**src/rtl/carpark_gate_ctrl.sv**
```systemverilog
// Lane controller for a single-barrier car park: occupancy counting plus
// round-robin arbitration of the shared barrier between entry and exit.
module carpark_gate_ctrl #(
  parameter int CAPACITY     = 4,
  parameter int CNT_W        = 3,
  parameter int GATE_TIMEOUT = 8,
  parameter int CLOSE_CYCLES = 2
) (
  input  logic             clk,
  input  logic             reset,
  input  logic             enter,
  input  logic             exit,
  input  logic             entry_req,
  input  logic             exit_req,
  output logic             gate_open,
  output logic             dir_in,
  output logic [CNT_W-1:0] count,
  output logic             full,
  output logic             empty,
  output logic             denied,
  output logic             err
);

  localparam int TMAX = (GATE_TIMEOUT > CLOSE_CYCLES) ? GATE_TIMEOUT : CLOSE_CYCLES;
  localparam int TW   = $clog2(TMAX + 1);

  localparam logic [1:0] IDLE     = 2'd0;
  localparam logic [1:0] OPEN_IN  = 2'd1;
  localparam logic [1:0] OPEN_OUT = 2'd2;
  localparam logic [1:0] CLOSING  = 2'd3;

  logic [1:0]       state_q, state_d;
  logic [TW-1:0]    timer_q, timer_d;
  logic             last_in_q, last_in_d;
  logic [CNT_W-1:0] count_q, count_d;
  logic             denied_q, denied_d;
  logic             err_q, err_d;
  logic             grant_in, grant_out;

  assign full      = (count_q == CNT_W'(CAPACITY));
  assign empty     = (count_q == '0);
  assign count     = count_q;
  assign denied    = denied_q;
  assign err       = err_q;
  assign gate_open = (state_q == OPEN_IN) || (state_q == OPEN_OUT);
  assign dir_in    = (state_q == OPEN_IN);

  // Sensors are authoritative: the count follows the pulses in every state.
  always_comb begin
    count_d = count_q;
    err_d   = err_q;
    if (enter && !exit) begin
      if (full) err_d = 1'b1;
      else      count_d = count_q + 1'b1;
    end else if (exit && !enter) begin
      if (empty) err_d = 1'b1;
      else       count_d = count_q - 1'b1;
    end
  end

  always_comb begin
    state_d   = state_q;
    timer_d   = timer_q;
    last_in_d = last_in_q;
    denied_d  = 1'b0;
    grant_in  = entry_req && !full;
    grant_out = exit_req;
    case (state_q)
      IDLE: begin
        if (grant_in && (!grant_out || !last_in_q)) begin
          state_d   = OPEN_IN;
          last_in_d = 1'b1;
          timer_d   = '0;
        end else if (grant_out) begin
          state_d   = OPEN_OUT;
          last_in_d = 1'b0;
          timer_d   = '0;
        end else begin
          denied_d  = entry_req && full;
        end
      end
      OPEN_IN: begin
        if (enter || timer_q == TW'(GATE_TIMEOUT - 1)) begin
          state_d = CLOSING;
          timer_d = '0;
        end else begin
          timer_d = timer_q + 1'b1;
        end
      end
      OPEN_OUT: begin
        if (exit || timer_q == TW'(GATE_TIMEOUT - 1)) begin
          state_d = CLOSING;
          timer_d = '0;
        end else begin
          timer_d = timer_q + 1'b1;
        end
      end
      CLOSING: begin
        if (timer_q == TW'(CLOSE_CYCLES - 1)) begin
          state_d = IDLE;
          timer_d = '0;
        end else begin
          timer_d = timer_q + 1'b1;
        end
      end
      default: begin
        state_d = IDLE;
        timer_d = '0;
      end
    endcase
  end

  always_ff @(posedge clk) begin
    if (reset) begin
      state_q   <= IDLE;
      timer_q   <= '0;
      last_in_q <= 1'b0;
      count_q   <= '0;
      denied_q  <= 1'b0;
      err_q     <= 1'b0;
    end else begin
      state_q   <= state_d;
      timer_q   <= timer_d;
      last_in_q <= last_in_d;
      count_q   <= count_d;
      denied_q  <= denied_d;
      err_q     <= err_d;
    end
  end

endmodule

```
**config.mk**
```make
export PLATFORM = sky130hd
export DESIGN_NAME = carpark_gate_ctrl
export DESIGN_NICKNAME = d
export VERILOG_FILES = /design/src/rtl/carpark_gate_ctrl.sv
export SDC_FILE = /design/constraint.sdc
export NUM_CORES = 1
export LEC_CHECK = 0
export BUFFER_PORTS_ARGS = -buffer_cell sky130_fd_sc_hd__buf_2
export CAP_MARGIN = 40
export CELL_PAD_IN_SITES_DETAIL_PLACEMENT = 0
export CELL_PAD_IN_SITES_GLOBAL_PLACEMENT = 1
export CORE_MARGIN = 4
export CORE_UTILIZATION = 35
export CTS_CLUSTER_DIAMETER = 100
export DETAILED_ROUTE_END_ITERATION = 6
export PLACE_DENSITY_LB_ADDON = 0.2
export SLEW_MARGIN = 20
export SYNTH_ARGS = -nofsm -noshare
export SYNTH_HDL_FRONTEND = slang
export SYNTH_SLANG_ARGS = --single-unit
```
**constraint.sdc**
```tcl
create_clock -name clk -period 2.1 [get_ports clk]
set_clock_uncertainty 0.1 [all_clocks]
set_input_delay 0.105 -clock clk [delete_from_list [all_inputs] [get_ports clk]]
set_output_delay 0.105 -clock clk [all_outputs]
set_load 0.03 [all_outputs]
```
==> summary.txt, run 1 <==
Worst setup path
  • Critical Path End Type: register
  • Crit path max fanout: 4
  • CP Class: reg2reg
  • Delay-heaviest family, CP: compound AO/OA/AOI/OAI gates
  • RR Startpoint: state_q[1]
  • CP Launch Type: register
  • WP data arrival: around 1.8 ns
  • Crit-path cells: inv_1, ha_1, nor2b_1, o21a_1, o21ai_0, o211ai_1
  • Req. time, crit path: between 2 and 2.5 ns
  • Slowest-stage cell, CP: dfxtp_1
  • CP peak stage delay: about 0.39 ns
  • Worst path bufs/invs: 1
  • Worst setup startpoint: state_q[1]

Routing
  • DRT met1 WL: roughly 730 microns
  • Met2 Wirelength: between 500 and 600 microns
  • Vias/cell: around 4.8
  • Iter 0 DRT Violations: 16
  • Drt pass-1 iters: 4
  • Met3 wire len: slightly above 80 microns
  • Post-Route WL: between 1000 and 1500 microns
  • WL per Instance: ~11 microns
  • DR top layer: met4
  • Antenna-violating nets left: 0
  • Residual DRC count: 0
  • Vias: between 600 and 700

Yosys
  • Adder-Cell Fraction of Synth Area: around 15%
  • Mux cell area share after synthesis: 0%
  • Yosys top cell by area: dfxtp_1
  • Sequential share of the synthesized area: ~33%
  • Top cell type's share of synthesized area: roughly 33%
  • Cell Area, Synth: between 700 and 800 sq um
  • Post-synthesis xor/xnor area fraction: 6.03%
  • Most used DFF post-synth: dfxtp_1
  • YS warnings: 0
  • Synth top area cells: dfxtp_1 (33%), ha_1 (12%), inv_1 (5.2%)
  • Commonest cells post-synth: dfxtp_1 (12), inv_1 (10), ha_1 (7), nand2_1 (7), nor2_1 (6)
  • Syn Inst Count: 82
  • Post-synth EDFFs: 0
  • Complex-gate fraction of the synthesized area: ~25%
  • Mean area per synthesized cell: approximately 9 sq um
  • Simple-gate share of the synthesized area: between 10% and 20%
  • Asr flop ratio synth: 0%
  • Count leader, synth: dfxtp_1
  • Yosys reg bits: 12
  • Distinct cells, synth: 30
  • Largest family of logic cells by synthesized area: compound AO/OA/AOI/OAI gates
  • Post-synth net total: between 90 and 100

Floorplanning
  • Core area: roughly 0.0020 sq mm
  • Ports: 15
  • Row Count: 16
  • Initial Util: a little under two fifths
  • Chip width: about 54 microns
  • Chip Height: between 50 and 60 microns
  • Die footprint: around 0.0029 sq mm

Pwr
  • PD cells: approximately 1400 mW/mm^2
  • Worst VDD drop: 0.664 mV
  • Leakage Power: 0.000371 uW

Clock tree
  • CTS sink cnt: 12
  • Maximum clock path buffer count: 2
  • Clock Latency Late Sink: approximately 0.27 ns
  • Reg clk slew, reported paths: around 0.080 ns
  • Root Buffer: clkbuf_4
  • CTS tree: built
  • Cts hold-fix bufs: 1
  • CTS Buf Count: 3
  • Post-CTS Setup Bufs: 0
  • Post-cts sizing count: 0
  • H-tree Lvls: 1

STA
  • RSZ-0062 raised after global routing: no
  • Worst-Margin Slew: 0.379 ns
  • Max Slew Vio Count: 0
  • Final Hold Fails: 0
  • Fin crit share: between 80% and 90%
  • Final setup violating endpoints: 0
  • TNS Setup: 0 ns
  • F_max: around 580 MHz
  • Relative slew margins: 74.5%
  • Fin crit period: roughly 1.7 ns

Finish
  • Footprint of the multi-input gates: 444 sq um
  • Flip-flop and latch area: roughly 240 sq um
  • Post-Layout Cell Count: between 100 and 150
  • Layout cell share with drive strength beyond 1: 20.0%
  • # diodes: 0
  • Synthesis-to-finish area growth: 20.2%
  • Fillcell total: about 220
  • Final Net Count: 115

Global routing
  • Total grt overflow: 0
  • Initial antenna violation count: 0
  • Vias in the first global route: between 500 and 600
  • Largest net degree at the start of global routing: 10
  • First-pass GRT wire length: about 2300 microns
  • GRT Util Overall: about 11%

Worst hold path
  • Worst min-delay path category: in2reg
  • Hold Startpoint: reset

Placement
  • Final Wtd Congestion: ~0.76
  • DP HPWL: between 1000 and 1500 microns
  • Post-placement cell count: between 100 and 150
  • # port buffers: 14

Flow run
  • Number of max-cap violations: 0

Outcome
  • Status: finished clean
[registers in the layout, summed over array words and instances (netlist names)]
signal,count
count,3
err,1
last_in_q,1
denied,1
timer_q,4
state_q,2
[path summary, 6_finish.rpt]
check | endpoint | slack (ns) | cells past startpoint
max | timer_q[2] | 0.38 | 6
min | count[1] | 0.04 | 2
max reg2reg | timer_q[2] | 0.38 | 6
min reg2reg | last_in_q | 0.38 | 1
[logic make-up after synthesis]
kind of cell,Yosys count
xor gates and xnor gates,5
buffers and inverters,11
AOI/OAI and AO/OA,24
adders and majority gates,8
DFF,12
and+or+nand+nor,22
[through the flow]
step,worst slack [ns],hold slack (ns),area [sq um],util (%),total power (uW)
6_report,0.382,0.0416,872,44.5,1210
5_1_grt,0.252,0.0348,872,44.5,1320
4_1_cts,0.365,0.0324,872,44.5,1220
3_5_place_dp,0.315,0.294,826,42.1,1030
3_3_place_gp,0.307,0.298,826,42.1,1040
2_1_floorplan,0.306,0.124,726,-,884
[area by class of cell]
class | count | share of cell area (%)
clock buffer | 4 | 4.16
inverter | 10 | 4.30
timing repair buffer | 15 | 9.18
multi-input combinational | 59 | 50.9
tap | 27 | 3.87
sequential | 12 | 27.5
[layer usage]
layer | vias up | global-route usage (%)
met3 | 2 | 3.60
met1 | 269 | 15.6
met4 | 0 | 7.66
li1 | 328 | -
met2 | 11 | 15.1
met5 | - | 0
[cells in the final DEF, fill, tap and decap left out, drive strengths merged, types with 3 or more instances in the layout]
cell type	netlist	routed
inv	10	10
xnor2	3	3
a21oi	3	3
clkbuf	0	4
nand2	7	7
buf	1	14
o21ai	5	5
ha	7	7
dfxtp	12	12
a31oi	4	4
nor2	6	6
[worst register-to-register path, stage by stage, from the launching register on]
cell	delay, ns
dfxtp_1	0.39
inv_1	0.08
ha_1	0.18
nor2b_1	0.14
o21a_1	0.20
o21ai_0	0.34
o211ai_1	0.15
[where the power goes]
group	internal, uW	switching [uW]	total [uW]	leakage [uW]
combinational	249	421	670	0.000252
clock	105	76.7	182	0.0000210
sequential	287	69.4	357	0.0000982
total	642	567	1210	0.000371
(Power assumes the default switching activity.)
==> inputs of run 2 (changes only) <==
==> constraint.sdc (replaced) <==
create_clock -name clk -period 1.6 [get_ports clk]
set_clock_uncertainty 0.1 [all_clocks]
set_input_delay 0.08 -clock clk [delete_from_list [all_inputs] [get_ports clk]]
set_output_delay 0.08 -clock clk [all_outputs]
set_load 0.03 [all_outputs]
==> run 2 against run 1 <==
Net effect:
- critical path depth shrank 3
- first-iteration DRC count shrank 6.3%
- non-clock buffer count grew 8
- sequential cell count is the same
- utilization grew 4.8 points
- clock power grew 5%
- final area grew 11%
- global-route usage grew 1.4 points
- largest power group unchanged
==> summary.txt, run 2 (synthesis gave the netlist of run 1 again) <==
STA
  • Worst-Margin Slew: 0.377 ns (was 0.379 ns)
  • RSZ-0062 raised after global routing: yes (was no)
  • Relative slew margins: 74.9% (was 74.5%)
  • Final setup violating endpoints: 0 (unchanged)
  • Fin crit share: 98.3% (was 81.8%)
  • Max Slew Vio Count: 0 (unchanged)
  • Fin crit period: 1.57 ns (was 1.72 ns)
  • Fin worst setup slack: 0.0269 ns (was 0.382 ns)
  • Final Hold Fails: 0 (unchanged)
  • F_max: 636 MHz (was 582 MHz)
  • TNS Setup: 0 ns (unchanged)

Worst hold path
  • Hold Startpoint: reset (unchanged)
  • Worst min-delay path category: in2reg (unchanged)

Clock tree
  • CTS Buf Count: 3 (unchanged)
  • Maximum clock path buffer count: 2 (unchanged)
  • H-tree Lvls: 1 (unchanged)
  • Clock Latency Late Sink: 0.27 ns (about the same)
  • CTS tree: built (unchanged)
  • CTS sink cnt: 12 (unchanged)
  • Reg clk slew, reported paths: 0.07 ns (was 0.08 ns)
  • Root Buffer: clkbuf_4 (unchanged)

Worst setup path
  • Delay-heaviest family, CP: simple AND/OR/NAND/NOR gates (was compound AO/OA/AOI/OAI gates)
  • Crit path max fanout: 5 (was 4)
  • RR Startpoint: count[1] (was state_q[1])
  • CP peak stage delay: 0.46 ns (was 0.39 ns)
  • CP Class: reg2reg (unchanged)
  • Critical Path End Type: register (unchanged)
  • Req. time, crit path: 1.71 ns (was 2.14 ns)
  • Worst path bufs/invs: 0 (was 1)
  • WP data arrival: 1.68 ns (was 1.76 ns)
  • CP Launch Type: register (unchanged)
  • Worst setup startpoint: count[1] (was state_q[1])
  • Slowest-stage cell, CP: a2111oi_4 (was dfxtp_1)
  • Crit-path cells: or3b_4, a2111oi_4, and3_1 (was inv_1, ha_1, nor2b_1, o21a_1, o21ai_0, o211ai_1)

Placement
  • Placed cell areas: 892 sq um (was 826 sq um)
  • Pre-CTS setup slack: -0.0344 ns (was 0.315 ns)
  • DP HPWL: 1150 microns (was 1070 microns)
  • # port buffers: 14 (unchanged)
  • Final Wtd Congestion: 0.699 (was 0.761)

Global routing
  • Total grt overflow: 0 (unchanged)
  • First-pass GRT wire length: 2650 microns (was 2330 microns)
  • Largest net degree at the start of global routing: 10 (unchanged)
  • Initial antenna violation count: 0 (unchanged)
  • GRT Util Overall: 12.9% (was 11.4%)
  • Vias in the first global route: 627 (was 565)

Pwr
  • Worst VDD drop: 0.991 mV (was 0.664 mV)
  • PD cells: 1840 mW/mm^2 (was 1390 mW/mm^2)
  • Leakage Power: 0.000406 uW (was 0.000371 uW)

Floorplanning
  • Ports: 15 (unchanged)
  • Core area: 0.00196 sq mm (unchanged)
  • Initial Util: 37.0% (unchanged)
  • Row Count: 16 (unchanged)
  • Chip Height: 53.5 microns (unchanged)
  • Chip width: 53.5 microns (unchanged)
  • Die footprint: 0.00287 sq mm (unchanged)

Finish
  • Fillcell total: 202 (was 215)
  • Util after Layout: 49.2% (was 44.5%)
  • Most frequent cells in the layout: buf_2 (13), inv_1 (8), buf_4 (8) (was buf_2 (14), dfxtp_1 (12), inv_1 (10))
  • Commonest non-fill, non-tap cell in the layout: buf_2 (unchanged)
  • Layout cell share with drive strength beyond 1: 36.1% (was 20.0%)
  • # diodes: 0 (unchanged)
  • Synthesis-to-finish area growth: 33.1% (was 20.2%)
  • Fin area: 966 sq um (was 872 sq um)
  • Max reg flops: 4 (unchanged)
  • Largest Register: timer_q (unchanged)
  • Final Net Count: 123 (was 115)

Routing
  • Iter 0 DRT Violations: 15 (was 16)
  • Vias: 644 (was 610)
  • Drt pass-1 iters: 4 (unchanged)
  • Post-Route WL: 1480 microns (was 1350 microns)
  • WL per Instance: 10.9 microns (was 10.6 microns)
  • Residual DRC count: 0 (unchanged)
  • Antenna-violating nets left: 0 (unchanged)
  • Vias/cell: 4.77 (was 4.80)

Flow run
  • Number of max-cap violations: 0 (unchanged)

Outcome
  • Status: finished clean (unchanged)
## run 2: cell count changes in the layout (fill, tap and decap cells not counted), moves of 3 or more
| cell | previous run | this run |
|---|---|---|
| buf_4 | 0 | 8 |
| dfxtp_1 | 12 | 7 |
| dfxtp_2 | 0 | 3 |
| o21ai_0 | 5 | 2 |
## run 2: final timing paths
check / to / slack [ns] / cells after the start
worst max-delay path: denied / 0.03 / 3
worst min-delay path: count[2] / 0.01 / 2
worst max register to register: denied / 0.03 / 3
worst min register to register: last_in_q / 0.39 / 1
## run 2: power by group
part	leakage (uW)	internal [uW]	total (uW)	switching [uW]
Combinational	0.000290	488	1130	639
Sequential	0.000101	397	459	62.3
Clock	0.0000150	96.4	192	95.7
## run 2: repair_timing
action                                 in CTS  in global routing
hold buffers                                1                  0
buffers inserted                            0                  1
setup endpoints to repair                   5                  9
gates cloned                                0                  0
endpoints found under the hold margin       1                  0
gates resized for setup                     2                 11
pin swaps                                   0                  8
## run 2: final cells by class
cell class                      instances  area, sq um  area share [%]
Timing Repair Buffer                   23          146            15.2
Tap cell                               27         33.8            3.50
Sequential cell                        12          251            26.0
Multi-Input combinational cell         59          470            48.7
Inverter                               10         37.5            3.89
Clock buffer                            4         26.3            2.72
## run 2: through the flow
stage	power, uW	hold WS, ns	instances
floorplan	1190	0.0991	82
global placement	1480	0.270	129
detailed placement	1490	0.272	129
CTS	1710	0.00484	134
global route	1940	0.0187	135
finish	1780	0.0134	135
## run 2: per-layer routing
layer  share of wire, %  GRT usage [%]  vias to the layer above
met3                7.4           3.88                        2
met2                 41           18.0                       16
met5                  0              0                        -
met1                 51           17.8                      284
li1                   -              -                      342
met4               0.81           6.38                        0
==> inputs of run 3 (changes only) <==
--- a/config.mk
+++ b/config.mk
@@ -9,7 +9,6 @@
 export CAP_MARGIN = 40
 export CELL_PAD_IN_SITES_DETAIL_PLACEMENT = 0
 export CELL_PAD_IN_SITES_GLOBAL_PLACEMENT = 1
-export CORE_MARGIN = 4
 export CORE_UTILIZATION = 35
 export CTS_CLUSTER_DIAMETER = 100
 export DETAILED_ROUTE_END_ITERATION = 6
@@ -18,3 +17,4 @@
 export SYNTH_ARGS = -nofsm -noshare
 export SYNTH_HDL_FRONTEND = slang
 export SYNTH_SLANG_ARGS = --single-unit
+export TNS_END_PERCENT = 20
==> constraint.sdc (replaced) <==
create_clock -name clk -period 1.6 [get_ports clk]
set_clock_uncertainty 0.1 [all_clocks]
set_input_delay 0.32 -clock clk [delete_from_list [all_inputs] [get_ports clk]]
set_output_delay 0.32 -clock clk [all_outputs]
set_load 0.03 [all_outputs]
==> run 3 against run 2 <==
Net effect:
- the run now ends with negative setup slack left
- critical path depth stayed put
- sequential share of layout area is 1.0 points lower
- setup slack got worse by 0.090 ns
- sequential cell count stayed put
- maximum frequency fell by 5.4%
- clock power about the same
- die area down 21%
- power rose by 2.0%
- final cell count increased by 2.2%
- final area increased by 4.0%
- critical path type is now reg2out
==> summary.txt, run 3 (synthesis gave the netlist of run 1 again) <==
Outcome
  • Status: finished with violations (was finished clean)
  • Violated checks: negative setup slack

Worst setup path
  • CP Launch Type: register (unchanged)
  • Worst setup startpoint: count[2] (was count[1])
  • Worst R2R Path Depth: 5 (was 3)
  • WP data arrival: 1.24 ns (was 1.68 ns)
  • Crit path max fanout: 5 (unchanged)
  • CP Class: reg2out (was reg2reg)
  • Req. time, crit path: 1.18 ns (was 1.71 ns)
  • Flop2flop setup slack: -0.02 ns (was 0.03 ns)
  • Worst reg2reg endpoint: timer_q[2] (was denied)
  • RR Startpoint: count[2] (was count[1])
  • CP endpoint: full (was denied)
  • Critical Path End Type: output pin (was register)

Finish
  • Layout cell share with drive strength beyond 1: 42.3% (was 36.1%)
  • Commonest non-fill, non-tap cell in the layout: buf_4 (was buf_2)
  • Max reg flops: 4 (unchanged)
  • Post-Layout Cell Count: 138 (was 135)
  • Synthesis-to-finish area growth: 38.4% (was 33.1%)
  • Largest Register: timer_q (unchanged)
  • # diodes: 0 (unchanged)
  • Final Net Count: 126 (was 123)
  • Fin area: 0.00100 sq mm (was 966 sq um)
  • Most frequent cells in the layout: buf_4 (15), buf_2 (10), inv_1 (7), dfxtp_1 (7) (was buf_2 (13), inv_1 (8), buf_4 (8))

Clock tree
  • CTS Buf Count: 3 (unchanged)
  • Maximum clock path buffer count: 2 (unchanged)
  • Clock Latency Late Sink: 0.27 ns (about the same)
  • Post-CTS Setup Bufs: 0 (unchanged)
  • Reg clk slew, reported paths: 0.08 ns (was 0.07 ns)
  • CTS sink cnt: 12 (unchanged)
  • Root Buffer: clkbuf_4 (unchanged)
  • CTS tree: built (unchanged)
  • H-tree Lvls: 1 (unchanged)

STA
  • Fin crit period: 1.66 ns (was 1.57 ns)
  • Relative slew margins: 78.5% (was 74.9%)
  • F_max: 601 MHz (was 636 MHz)
  • Final setup violating endpoints: 3 (was 0)
  • Fin crit share: 104% (was 98.3%)
  • Worst-Margin Slew: 0.320 ns (was 0.377 ns)
  • RSZ-0062 raised after global routing: yes (unchanged)
  • Max Slew Vio Count: 0 (unchanged)
  • Fin worst setup slack: -0.0628 ns (was 0.0269 ns)
  • Final Hold Fails: 0 (unchanged)

Global routing
  • Initial antenna violation count: 0 (unchanged)
  • Vias in the first global route: 551 (was 627)
  • Total grt overflow: 0 (unchanged)
  • First-pass GRT wire length: 2370 microns (was 2650 microns)
  • GRT Util Overall: 15.2% (was 12.9%)
  • Largest net degree at the start of global routing: 10 (unchanged)

Floorplanning
  • Ports: 15 (unchanged)
  • Row Count: 16 (unchanged)
  • Chip Height: 47.5 microns (was 53.5 microns)
  • Core area: 0.00196 sq mm (unchanged)
  • Chip width: 47.5 microns (was 53.5 microns)
  • Initial Util: 37.0% (unchanged)
  • Die footprint: 0.00226 sq mm (was 0.00287 sq mm)

Placement
  • Placed cell areas: 945 sq um (was 892 sq um)
  • # port buffers: 14 (unchanged)
  • DP HPWL: 1160 microns (was 1150 microns)
  • Final Wtd Congestion: 0.715 (was 0.699)
  • Pre-CTS setup slack: -0.134 ns (was -0.0344 ns)
  • Post-placement cell count: 134 (was 129)

Pwr
  • Gate power share: 64.8% (was 63.4%)
  • Clock Power Share: 10.6% (was 10.8%)
  • Switching part of the total: 44.9% (was 44.8%)
  • Pwr Total: 1810 uW (was 1780 uW)
  • NetSw: 815 uW (was 797 uW)
  • Worst VDD drop: 0.902 mV (was 0.991 mV)
  • P_int: 1000 uW (was 982 uW)
  • Share of power burned in registers: 24.6% (was 25.8%)
  • PD cells: 1810 mW/mm^2 (was 1840 mW/mm^2)
  • Leakage Power: 0.000427 uW (was 0.000406 uW)

Routing
  • Residual DRC count: 0 (unchanged)
  • Antenna-violating nets left: 0 (unchanged)
  • Vias: 685 (was 644)
  • Vias/cell: 4.96 (was 4.77)
  • Iter 0 DRT Violations: 8 (was 15)
  • WL per Instance: 11.2 microns (was 10.9 microns)
  • Post-Route WL: 1550 microns (was 1480 microns)
  • Drt pass-1 iters: 5 (was 4)

Worst hold path
  • Hold Startpoint: exit_req (was reset)
  • Worst min-delay path category: in2reg (unchanged)

Flow run
  • Number of max-cap violations: 0 (unchanged)
==> run 3: cell types whose count changed in the layout (fill, tap and decap cells not counted), sizes merged <==
cell | previous run | this run
clkinv | 0 | 1
buf | 22 | 26
dlygate4sd3 | 1 | 0
clkbuf | 4 | 3
==> run 3: routing by layer <==
metal / share of wire [%] / vias to the layer above / wire [microns] / track usage, %
met5: 0 / - / 0 / 0
met4: 0.90 / 0 / 14 / 5.00
met3: 5.3 / 2 / 82 / 4.53
met2: 45 / 21 / 693 / 23.0
met1: 49 / 316 / 757 / 20.6
li1: - / 346 / - / -
==> run 3: worst max-delay path, stage by stage, from the launching register on <==
cell	delay (ns)
dfxtp_4	0.35
or3b_4	0.42
inv_2	0.08
buf_6	0.12
==> run 3: final cells by class <==
cell class	instances	area, sq um
clock buffers	3	22.5
repair buffers	26	174
multi-input cells	59	482
clock inverters	1	3.75
fillers	203	957
well taps	27	33.8
inverters	10	37.5
flip-flops and latches	12	251
==> run 3: worst min path at each step <==
| stage | endpoint | slack [ns] | cells after the start |
|---|---|---|---|
| 2_1_floorplan | last_in_q | 0.34 | 1 |
| 3_3_place_gp | err | 0.35 | 2 |
| 3_5_place_dp | err | 0.35 | 2 |
| 4_1_cts | last_in_q | 0.22 | 2 |
| 5_1_grt | last_in_q | 0.24 | 2 |
| 6_report | last_in_q | 0.23 | 2 |
==> run 3: power by group through the flow <==
stage / combinational (uW) / clock [uW] / sequential [uW]
after floorplan: 641 / 0 / 555
after global placement: 1090 / 0 / 448
after detailed placement: 1090 / 0 / 447
after CTS: 1140 / 203 / 446
after global routing: 1290 / 217 / 456
final: 1180 / 193 / 446
==> run 3: what timing repair did <==
action,CTS,global route
endpoints found under the hold margin,0,0
hold buffers,0,0
resized for setup,6,11
pin swaps,2,3
setup endpoints to repair,10,11
==> run 3: through the flow <==
step	hold slack, ns	util [%]	setup TNS [ns]
2_1_floorplan	0.339	-	-0.0116
3_3_place_gp	0.345	48.2	-0.122
3_5_place_dp	0.352	48.2	-0.171
4_1_cts	0.222	50.1	-0.0767
5_1_grt	0.235	51.2	-0.508
6_report	0.232	51.2	-0.0834
